<file path="src/rtl/europa_sd_dac_if.sv">
// Sample stream into the europa delta-sigma DAC: unsigned offset-binary data with
// a valid/ready handshake.
interface europa_sd_dac_if #(
   parameter int unsigned DATA_BITS = 7
);
   logic [DATA_BITS-1:0] s_data;
   logic                 s_valid;
   logic                 s_ready;

   modport master (
      output s_data,
      output s_valid,
      input  s_ready
   );

   modport slave (
      input  s_data,
      input  s_valid,
      output s_ready
   );
endinterface

</file>
<file path="src/rtl/europa_sd_dac.sv">
// First-order delta-sigma audio DAC: a sample FIFO feeds a hold register once per
// sample period, and the hold value sets the pulse density on dac_out.
module europa_sd_dac #(
   parameter int unsigned DATA_BITS  = 7,
   parameter int unsigned FIFO_DEPTH = 4,
   parameter int unsigned SAMPLE_DIV = 128
) (
   input  logic                          clk,
   input  logic                          reset,
   input  logic                          enable,
   europa_sd_dac_if.slave                s,
   input  logic                          clear_underflow,
   output logic                          underflow,
   output logic [$clog2(FIFO_DEPTH):0]   level,
   output logic                          dac_out
);

   localparam int unsigned PW = (FIFO_DEPTH > 1) ? $clog2(FIFO_DEPTH) : 1;
   localparam int unsigned LW = $clog2(FIFO_DEPTH) + 1;
   localparam int unsigned DW = (SAMPLE_DIV > 1) ? $clog2(SAMPLE_DIV) : 1;

   localparam logic [LW-1:0]        FULL_LEVEL = LW'(FIFO_DEPTH);
   localparam logic [DW-1:0]        DIV_LAST   = DW'(SAMPLE_DIV - 1);
   localparam logic [DATA_BITS-1:0] MIDSCALE   = {1'b1, {(DATA_BITS-1){1'b0}}};

   logic [DATA_BITS-1:0] mem_q [FIFO_DEPTH];
   logic [PW-1:0]        wptr_q, rptr_q;
   logic [LW-1:0]        level_q, level_d;
   logic [DW-1:0]        div_q, div_d;
   logic [DATA_BITS-1:0] hold_q, acc_q;
   logic                 dac_q, underflow_q;

   logic                 full, empty, tick, push, pop;
   logic [DATA_BITS:0]   sum;

   // Ready comes from the registered level only, so a pop never opens it in the same cycle.
   always_comb begin
      full  = (level_q == FULL_LEVEL);
      empty = (level_q == '0);
      tick  = enable && (div_q == DIV_LAST);
      push  = s.s_valid && !full;
      pop   = tick && !empty;
      sum   = {1'b0, acc_q} + {1'b0, hold_q};

      level_d = level_q;
      unique case ({push, pop})
         2'b10:   level_d = level_q + LW'(1);
         2'b01:   level_d = level_q - LW'(1);
         default: level_d = level_q;
      endcase

      div_d = '0;
      if (enable && (div_q != DIV_LAST)) begin
         div_d = div_q + DW'(1);
      end
   end

   assign s.s_ready = !full;
   assign level     = level_q;
   assign underflow = underflow_q;
   assign dac_out   = dac_q;

   // Storage needs no reset; the pointers and level define which entries are live.
   always_ff @(posedge clk) begin
      if (push) begin
         mem_q[wptr_q] <= s.s_data;
      end
   end

   always_ff @(posedge clk) begin
      if (reset) begin
         wptr_q  <= '0;
         rptr_q  <= '0;
         level_q <= '0;
         div_q   <= '0;
         hold_q  <= MIDSCALE;
      end else begin
         level_q <= level_d;
         div_q   <= div_d;
         if (push) begin
            wptr_q <= wptr_q + PW'(1);
         end
         if (pop) begin
            rptr_q <= rptr_q + PW'(1);
            hold_q <= mem_q[rptr_q];
         end
      end
   end

   // An underflow event in the same cycle as a clear keeps the flag set.
   always_ff @(posedge clk) begin
      if (reset) begin
         underflow_q <= 1'b0;
      end else if (tick && empty) begin
         underflow_q <= 1'b1;
      end else if (clear_underflow) begin
         underflow_q <= 1'b0;
      end
   end

   always_ff @(posedge clk) begin
      if (reset || !enable) begin
         acc_q <= '0;
         dac_q <= 1'b0;
      end else begin
         acc_q <= sum[DATA_BITS-1:0];
         dac_q <= sum[DATA_BITS];
      end
   end

endmodule

</file>
<file path="src/flat_wrapper.sv">
// flat-port wrapper written by rule: the top's interface ports become plain ports
module europa_sd_dac_flat 
#(
   parameter int unsigned DATA_BITS  = 7,
   parameter int unsigned FIFO_DEPTH = 4,
   parameter int unsigned SAMPLE_DIV = 128
)
  (clk, reset, enable, clear_underflow, underflow, level, dac_out, s_s_data, s_s_valid, s_s_ready);
  europa_sd_dac_if #(.DATA_BITS(DATA_BITS)) s_i ();
  input  logic clk;
  input  logic reset;
  input  logic enable;
  input  logic clear_underflow;
  output logic underflow;
  output logic [$clog2(FIFO_DEPTH):0] level;
  output logic dac_out;
  input wire logic [$bits(s_i.s_data)-1:0] s_s_data;
  input wire logic [$bits(s_i.s_valid)-1:0] s_s_valid;
  output wire logic [$bits(s_i.s_ready)-1:0] s_s_ready;
  assign s_i.s_data = s_s_data;
  assign s_i.s_valid = s_s_valid;
  assign s_s_ready = s_i.s_ready;
  europa_sd_dac #(.DATA_BITS(DATA_BITS), .FIFO_DEPTH(FIFO_DEPTH), .SAMPLE_DIV(SAMPLE_DIV)) u_core (.clk(clk), .reset(reset), .enable(enable), .s(s_i), .clear_underflow(clear_underflow), .underflow(underflow), .level(level), .dac_out(dac_out));
endmodule
</file>
<file path="config.mk">
export PLATFORM = sky130hd
export DESIGN_NAME = europa_sd_dac_flat
export DESIGN_NICKNAME = d
export VERILOG_FILES = /design/src/rtl/europa_sd_dac_if.sv /design/src/rtl/europa_sd_dac.sv /design/src/flat_wrapper.sv
export SDC_FILE = /design/constraint.sdc
export NUM_CORES = 1
export LEC_CHECK = 0
export CAP_MARGIN = 40
export CORE_UTILIZATION = 57
export CTS_CLUSTER_SIZE = 30
export DETAILED_ROUTE_END_ITERATION = 12
export PLACE_DENSITY_LB_ADDON = 0.05
export SETUP_SLACK_MARGIN = 0.1
export SLEW_MARGIN = 20
export SYNTH_ARGS = -nofsm -noshare
export SYNTH_HDL_FRONTEND = slang
export SYNTH_SLANG_ARGS = --single-unit
</file>
<file path="constraint.sdc">
create_clock -name clk -period 3.05 [get_ports clk]
set_input_delay 0.305 -clock clk [delete_from_list [all_inputs] [get_ports clk]]
set_output_delay 0.305 -clock clk [all_outputs]
set_load 0.05 [all_outputs]
</file>
=== Yosys cells after proc, flatten, opt, wreduce, memory -nomap -nowiden ===
Memory sizes are Yosys's and may differ from the RTL's. A register that Yosys moved wholly into a read port is not among the register bits.
Index checks and enable logic that the tools add are counted.

* Bitwise logic cells: 1
* Add/sub/neg operators: 6
* Eq/ne operators: 5
* Muxes and demuxes: 5
* Reduce and logical (&&, ||, !) cells: 13

{| class="wikitable"
|+ Operators with widths
! operator !! count
|-
| 7-bit by 7-bit adder with 8-bit output || 1
|-
| 7-bit by 1-bit adder with 7-bit output (second input constant) || 1
|-
| 7-bit == test (second input constant) || 1
|-
| 7-bit != test (second input constant) || 1
|-
| 3-bit one-hot mux with 2 select lines || 1
|-
| 1-bit logical AND || 5
|-
| 2-bit by 1-bit adder with 2-bit output (second input constant) || 2
|-
| 1-bit 2-to-1 mux || 4
|-
| 2-bit nonzero test || 2
|-
| 3-bit by 1-bit adder with 3-bit output (second input constant) || 1
|-
| 3-bit == test (second input constant) || 1
|-
| 1-bit logical NOT || 3
|-
| 3-bit logical NOT || 1
|-
| 3-bit by 1-bit subtractor with 3-bit output (second input constant) || 1
|-
| 2-bit by 1-bit == test with 1-bit output (second input constant) || 1
|-
| 2-bit == test (second input constant) || 1
|-
| 2-bit OR reduction || 1
|-
| 1-bit logical OR || 1
|-
| 1-bit inverter || 1
|}

* Memory bits (writable): 28
* Logic and storage cells: 38
* Memories: 1
* Register bits: 23
* Input bits: 12
* Output and inout port bits: 6

{| class="wikitable"
|+ Memories
! memory !! depth !! width !! read ports !! clocked after memory_dff !! write ports !! line !! source
|-
| u_core.mem_q || 4 || 7 || 1 || 1 || 1 || europa_sd_dac.sv:26 || <nowiki>logic [DATA_BITS-1:0] mem_q [FIFO_DEPTH];</nowiki>
|}

=== Depth between registers and ports, before layout ===
* Depth after elaboration: 5
* Gate-level depth with buffers: 10
* Depth with buffers taken out: 9

=== Least setup slack after synthesis ===
No wires, ideal clock.

* Kind: reg-to-reg
* From: register u_core.level_q[2] (netlist: u_core.level[2])
* To: register u_core.level_q[2] (netlist: u_core.level[2])
* Period minus slack after synthesis: 2.657 ns
* Buffers on the path: 0
* Arrival time: 2.587 ns
* Setup slack: 0.393 ns
* Stages on the path, launching flop included: 10
* Required time: 2.980 ns
* Library setup time: 0.070 ns
* Cells stage by stage: dfxtp_1 -> or3b_4 -> and2_4 -> inv_2 -> ha_1 -> inv_1 -> fa_1 -> xor2_1 -> or3_1 -> a21oi_1

* Cells in the longest elaborated chain, start to end: 5
* Elaborated cells between the ends (all ways): 12
* Those cells by class: 2 x add/sub; 3 x eq/ne; 1 x mux; 6 x reduce/logical

{| class="wikitable"
|+ Ends and longest elaborated chain
! element !! line !! source
|-
| start: declaration || europa_sd_dac.sv:28 || <nowiki>logic [LW-1:0] level_q, level_d;</nowiki>
|-
| start signal: assignment || europa_sd_dac.sv:78 || <nowiki>level_q <= level_d;</nowiki>
|-
| 3-bit == test (*) || europa_sd_dac.sv:38 || <nowiki>full = (level_q == FULL_LEVEL);</nowiki>
|-
| 1-bit logical NOT (*) || n/a ||
|-
| via s_s_ready || flat_wrapper.sv:19 || <nowiki>output wire logic [$bits(s_i.s_ready)-1:0] s_s_ready;</nowiki>
|-
| 1-bit logical AND (*) || europa_sd_dac.sv:41 || <nowiki>push = s.s_valid && !full;</nowiki>
|-
| 2-bit by 1-bit == test with 1-bit output / 2-bit == test (equally long branches) || europa_sd_dac.sv:46 || <nowiki>unique case ({push, pop})</nowiki>
|-
| 3-bit one-hot mux with 2 select lines / 2-bit nonzero test (equally long branches) || n/a ||
|}

The timed path passes the listed nets; every way through them passes the cells marked *.
A chain may end at the register's enable or synchronous reset.

=== Final worst setup path ===
* From: register u_core.level_q[2] (netlist: u_core.level[2])
* To: register u_core.level_q[2] (netlist: u_core.level[2])

* Cells in the longest elaborated chain, start to end: 5
* Elaborated cells between the ends (all ways): 12
* Those cells by class: 2 x add/sub; 3 x eq/ne; 1 x mux; 6 x reduce/logical

{| class="wikitable"
|+ Ends and longest elaborated chain
! element !! line
|-
| 3-bit == test / 3-bit logical NOT (equally long branches) || europa_sd_dac.sv:38, europa_sd_dac.sv:39
|-
| 1-bit logical NOT (on tied branches) || europa_sd_dac.sv:41, europa_sd_dac.sv:42
|-
| 1-bit logical AND (on tied branches) || europa_sd_dac.sv:41, europa_sd_dac.sv:42
|-
| 2-bit by 1-bit == test with 1-bit output / 2-bit == test (equally long branches) || europa_sd_dac.sv:46
|-
| 3-bit one-hot mux with 2 select lines / 2-bit nonzero test (equally long branches) || n/a
|}

Parallel ways exist; a longest one is shown, timed or not.

==> summary.md <==
| Metric | Value |
|---|---|
| Run status | `complete, no violations` |
| Setup crit end kind | `register` |
| Net Switching | `roughly 0.36 mW` |
| FF-to-FF setup slack | `~0.66 ns` |
| Synth Warn # | `0` |
| Share of cells above drive strength 1 | `roughly a tenth` |
| Static Leak | `about 1.1 nW` |
| Final wirelength | `4.20 mm` |
| Cell Rows | `23` |
| Total CTS buffers | `9` |
| Post-layout util | `70.4%` |
| Die width | `between 60 and 70 um` |
| Commonest non-fill, non-tap cell in the layout | `dfxtp_1` |
| Die H | `between 60 and 70 um` |
| Post-Syn Area | `2500 um^2` |
| R2r endpoint | `u_core.level[2]` |
| Clk Latency, worst-skew pair | `~0.33 ns` |
| Area Growth Syn to Fin | `15.8%` |
| Commonest cells after routing, fill and taps aside | `dfxtp_1, nor2_1, edfxtp_1` |
| Slowest CP cell | `or3b_4` |
| Final worst slack | `0.664 ns` |
| Iter 0 DRT Violations | `45` |
| Least-Margin Pin Slew | `0.554 ns` |
| R2R Path Start | `u_core.level[2]` |
| Worst hold slack | `0.436 ns` |
| Pwr/cell area | `about 560 nW/um^2` |
| DRC violations left | `0` |
| Max Cap Viol | `0` |
| Nets | `244` |
| Number of diodes | `0` |
| WL per Instance | `15.5 um` |
| FF+latch count, synth | `58` |
| Sequential power share | `a little over half` |
| Crit-path max cell delay | `0.43 ns` |
| Final hold vios | `0` |
| Pin count of the biggest net entering global routing | `17` |
| Slew HR | `between 60% and 70%` |
| Die Area | `between 4000 and 5000 um^2` |
| Hold Path Class | `register to register` |
| Tot Pwr | `1.61 mW` |
| Detailed placer's ending HPWL | `2.87 mm` |
| IO buf count | `17` |
| Mean Syn Cell Area | `13.0 um^2` |
| Setup crit start kind | `register` |
| Critical Path Fanout Max | `6` |
| Vias in the first global route | `around 1500` |
| Clock H-tree levels | `3` |
| Worst-path cell chain | `or3b_4 > and2_4 > inv_2 > ha_1 > inv_1 > fa_1 > xor2_1 > or3_1 > a21oi_1` |
| Reg2reg path depth | `9` |
| Switching part of the total | `~22%` |
| Global-route wire length before repair | `6.83 mm` |
| Logic gate share of total power | `6.5%` |
| Filler Cell Count | `297` |
| Pre-CTS setup slack | `roughly 0.57 ns` |
| Final Critical Period | `2.39 ns` |
| Setup TNS | `0 ns` |
| Multi-input logic area | `975 um^2` |
| Clock sinks | `58` |
| Gpl congestion | `0.724` |
| Setup-failing EPs final | `0` |
| CP Data Arrival Time | `2.64 ns` |
| Gr ovfl total | `0` |
| Part of the cycle the worst path needs | `78.2%` |
| Initial antenna violation count | `0` |
| Cell family with most CP delay | `simple AND/OR/NAND/NOR gates` |
| Clock power frac | `40.5%` |
| Setup Skew | `about 0.008 ns` |
| Final instance area | `around 2900 um^2` |
| Int Power | `1.25 mW` |
| DP Cell Count | `between 200 and 300` |
| IO Count | `18` |
| Fin. max-slew vios | `0` |
| Number of buffers and inverters on the critical path | `2` |
| Register area | `1440 um^2` |
| Post-CTS Setup Inserts | `0` |
| Max clock buf depth | `2` |
| Post-Syn Nets | `between 200 and 250` |
| CTS tree | `yes` |
| Post-Layout Cell Count | `271` |
| RSZ-0062 raised after global routing | `false` |
| Clock transition at the registers of the reported paths | `about 0.06 ns` |
| Clock root buffer | `clkbuf_8` |
| Hold path endpoint | `u_core.div_q[0]` |
| Syn Inst Count | `192` |
| Required @ worst endpoint | `3.31 ns` |
| Max frequency | `about 0.42 GHz` |
| DRT antenna net count | `0` |
| Yosys cell types | `38` |
| Initial Utilization | `between 60 and 70%` |
| DRT Pass-1 Iters | `4` |
| Critical path class | `register to register` |
| Peak VDD IR | `0.000439 V` |
| Cts hold-fix bufs | `0` |
| Via/cell ratio | `5.61` |
| Placed cell areas | `2710 um^2` |
| Core ar. | `4120 um^2` |
| Hold Crit Start | `u_core.div_q[0]` |
| All-Layer GR Usage | `21.7%` |
| Hold depth | `1` |
| Via count | `1519` |
| Register area share after synthesis | `57.7%` |
| Post-cts resize count | `0` |
## synth_stat cells, drive strengths merged
cell type  number  area share, %
a211o           2           0.70
a211oi          4            1.2
a21o            3           0.90
a21oi           7            1.4
and2            1           0.35
and3            5            1.3
buf             2           0.90
clkbuf          3           0.50
dfxtp          30             24
edfxtp         28             34
fa              2            1.6
ha             13            6.5
inv            13            2.0
mux2i           7            2.8
mux4            7            7.2
nand2           3           0.45
nand2b          1           0.25
nand3           2           0.60
nand4           1           0.25
nor2           28            4.2
nor2b           2           0.50
nor3            4            1.0
nor3b           1           0.30
nor4b           3            1.1
o211ai          1           0.30
o21a            1           0.30
o21ai           3           0.60
o311ai          1           0.35
o31a            1           0.35
or3             1           0.25
or3b            1           0.45
xnor2           7            2.5
xor2            4            1.4
## sequential cells by signal, summed over array words and instances, names as in the netlist
register	cells
u_core.wptr_q	2
u_core.mem_q	28
u_core.acc_q	7
u_core.div_q	7
u_core.hold_q	7
u_core.underflow	1
u_core.rptr_q	2
u_core.level	3
u_core.dac_out	1
## power by group through the flow
stage	clock (mW)	combinational [mW]	sequential [mW]
final	0.652	0.104	0.855
after global routing	0.703	0.113	0.859
after CTS	0.672	0.105	0.855
after detailed placement	0	0.104	0.872
after global placement	0	0.0990	0.869
after floorplan	0	0.0511	0.880
## per-layer routing
layer	vias to the layer above	GRT usage (%)	part of all wire, %
met2	24	37.7	52
met4	0	13.3	2.5
met3	8	6.00	3.0
met5	-	0	0
met1	743	23.2	43
li1	744	-	-
## how the worst max path moves through the flow
stage                                 end  cells after the start       startpoint
after floorplan           u_core.level[2]                      9  u_core.level[2]
after global placement    u_core.level[2]                      9           enable
after detailed placement  u_core.level[2]                      9           enable
after CTS                 u_core.level[2]                      9  u_core.level[2]
after global routing      u_core.level[2]                      9  u_core.level[2]
final                     u_core.level[2]                      9  u_core.level[2]
## final cells by class
type	instances	area share [%]
clock buffer	9	4.28
clock inverter	6	2.03
inverter	13	1.69
multi-input combinational	116	33.7
sequential	58	49.8
tap	50	2.16
timing repair buffer	19	6.40
## kinds of logic (layout without fill, tap and decap cells)
family | count (synthesis) | after routing | share of synthesized area (%)
buffers and inverters | 18 | 47 | 3.35
xor gates and xnor gates | 11 | 11 | 3.85
muxes | 14 | 14 | 10.0
DFF | 58 | 58 | 57.7
adders and majority gates | 15 | 15 | 8.11
and+or+nand+nor | 53 | 53 | 10.9
AOI/OAI and AO/OA | 23 | 23 | 6.11
(Power assumes the default switching activity.)
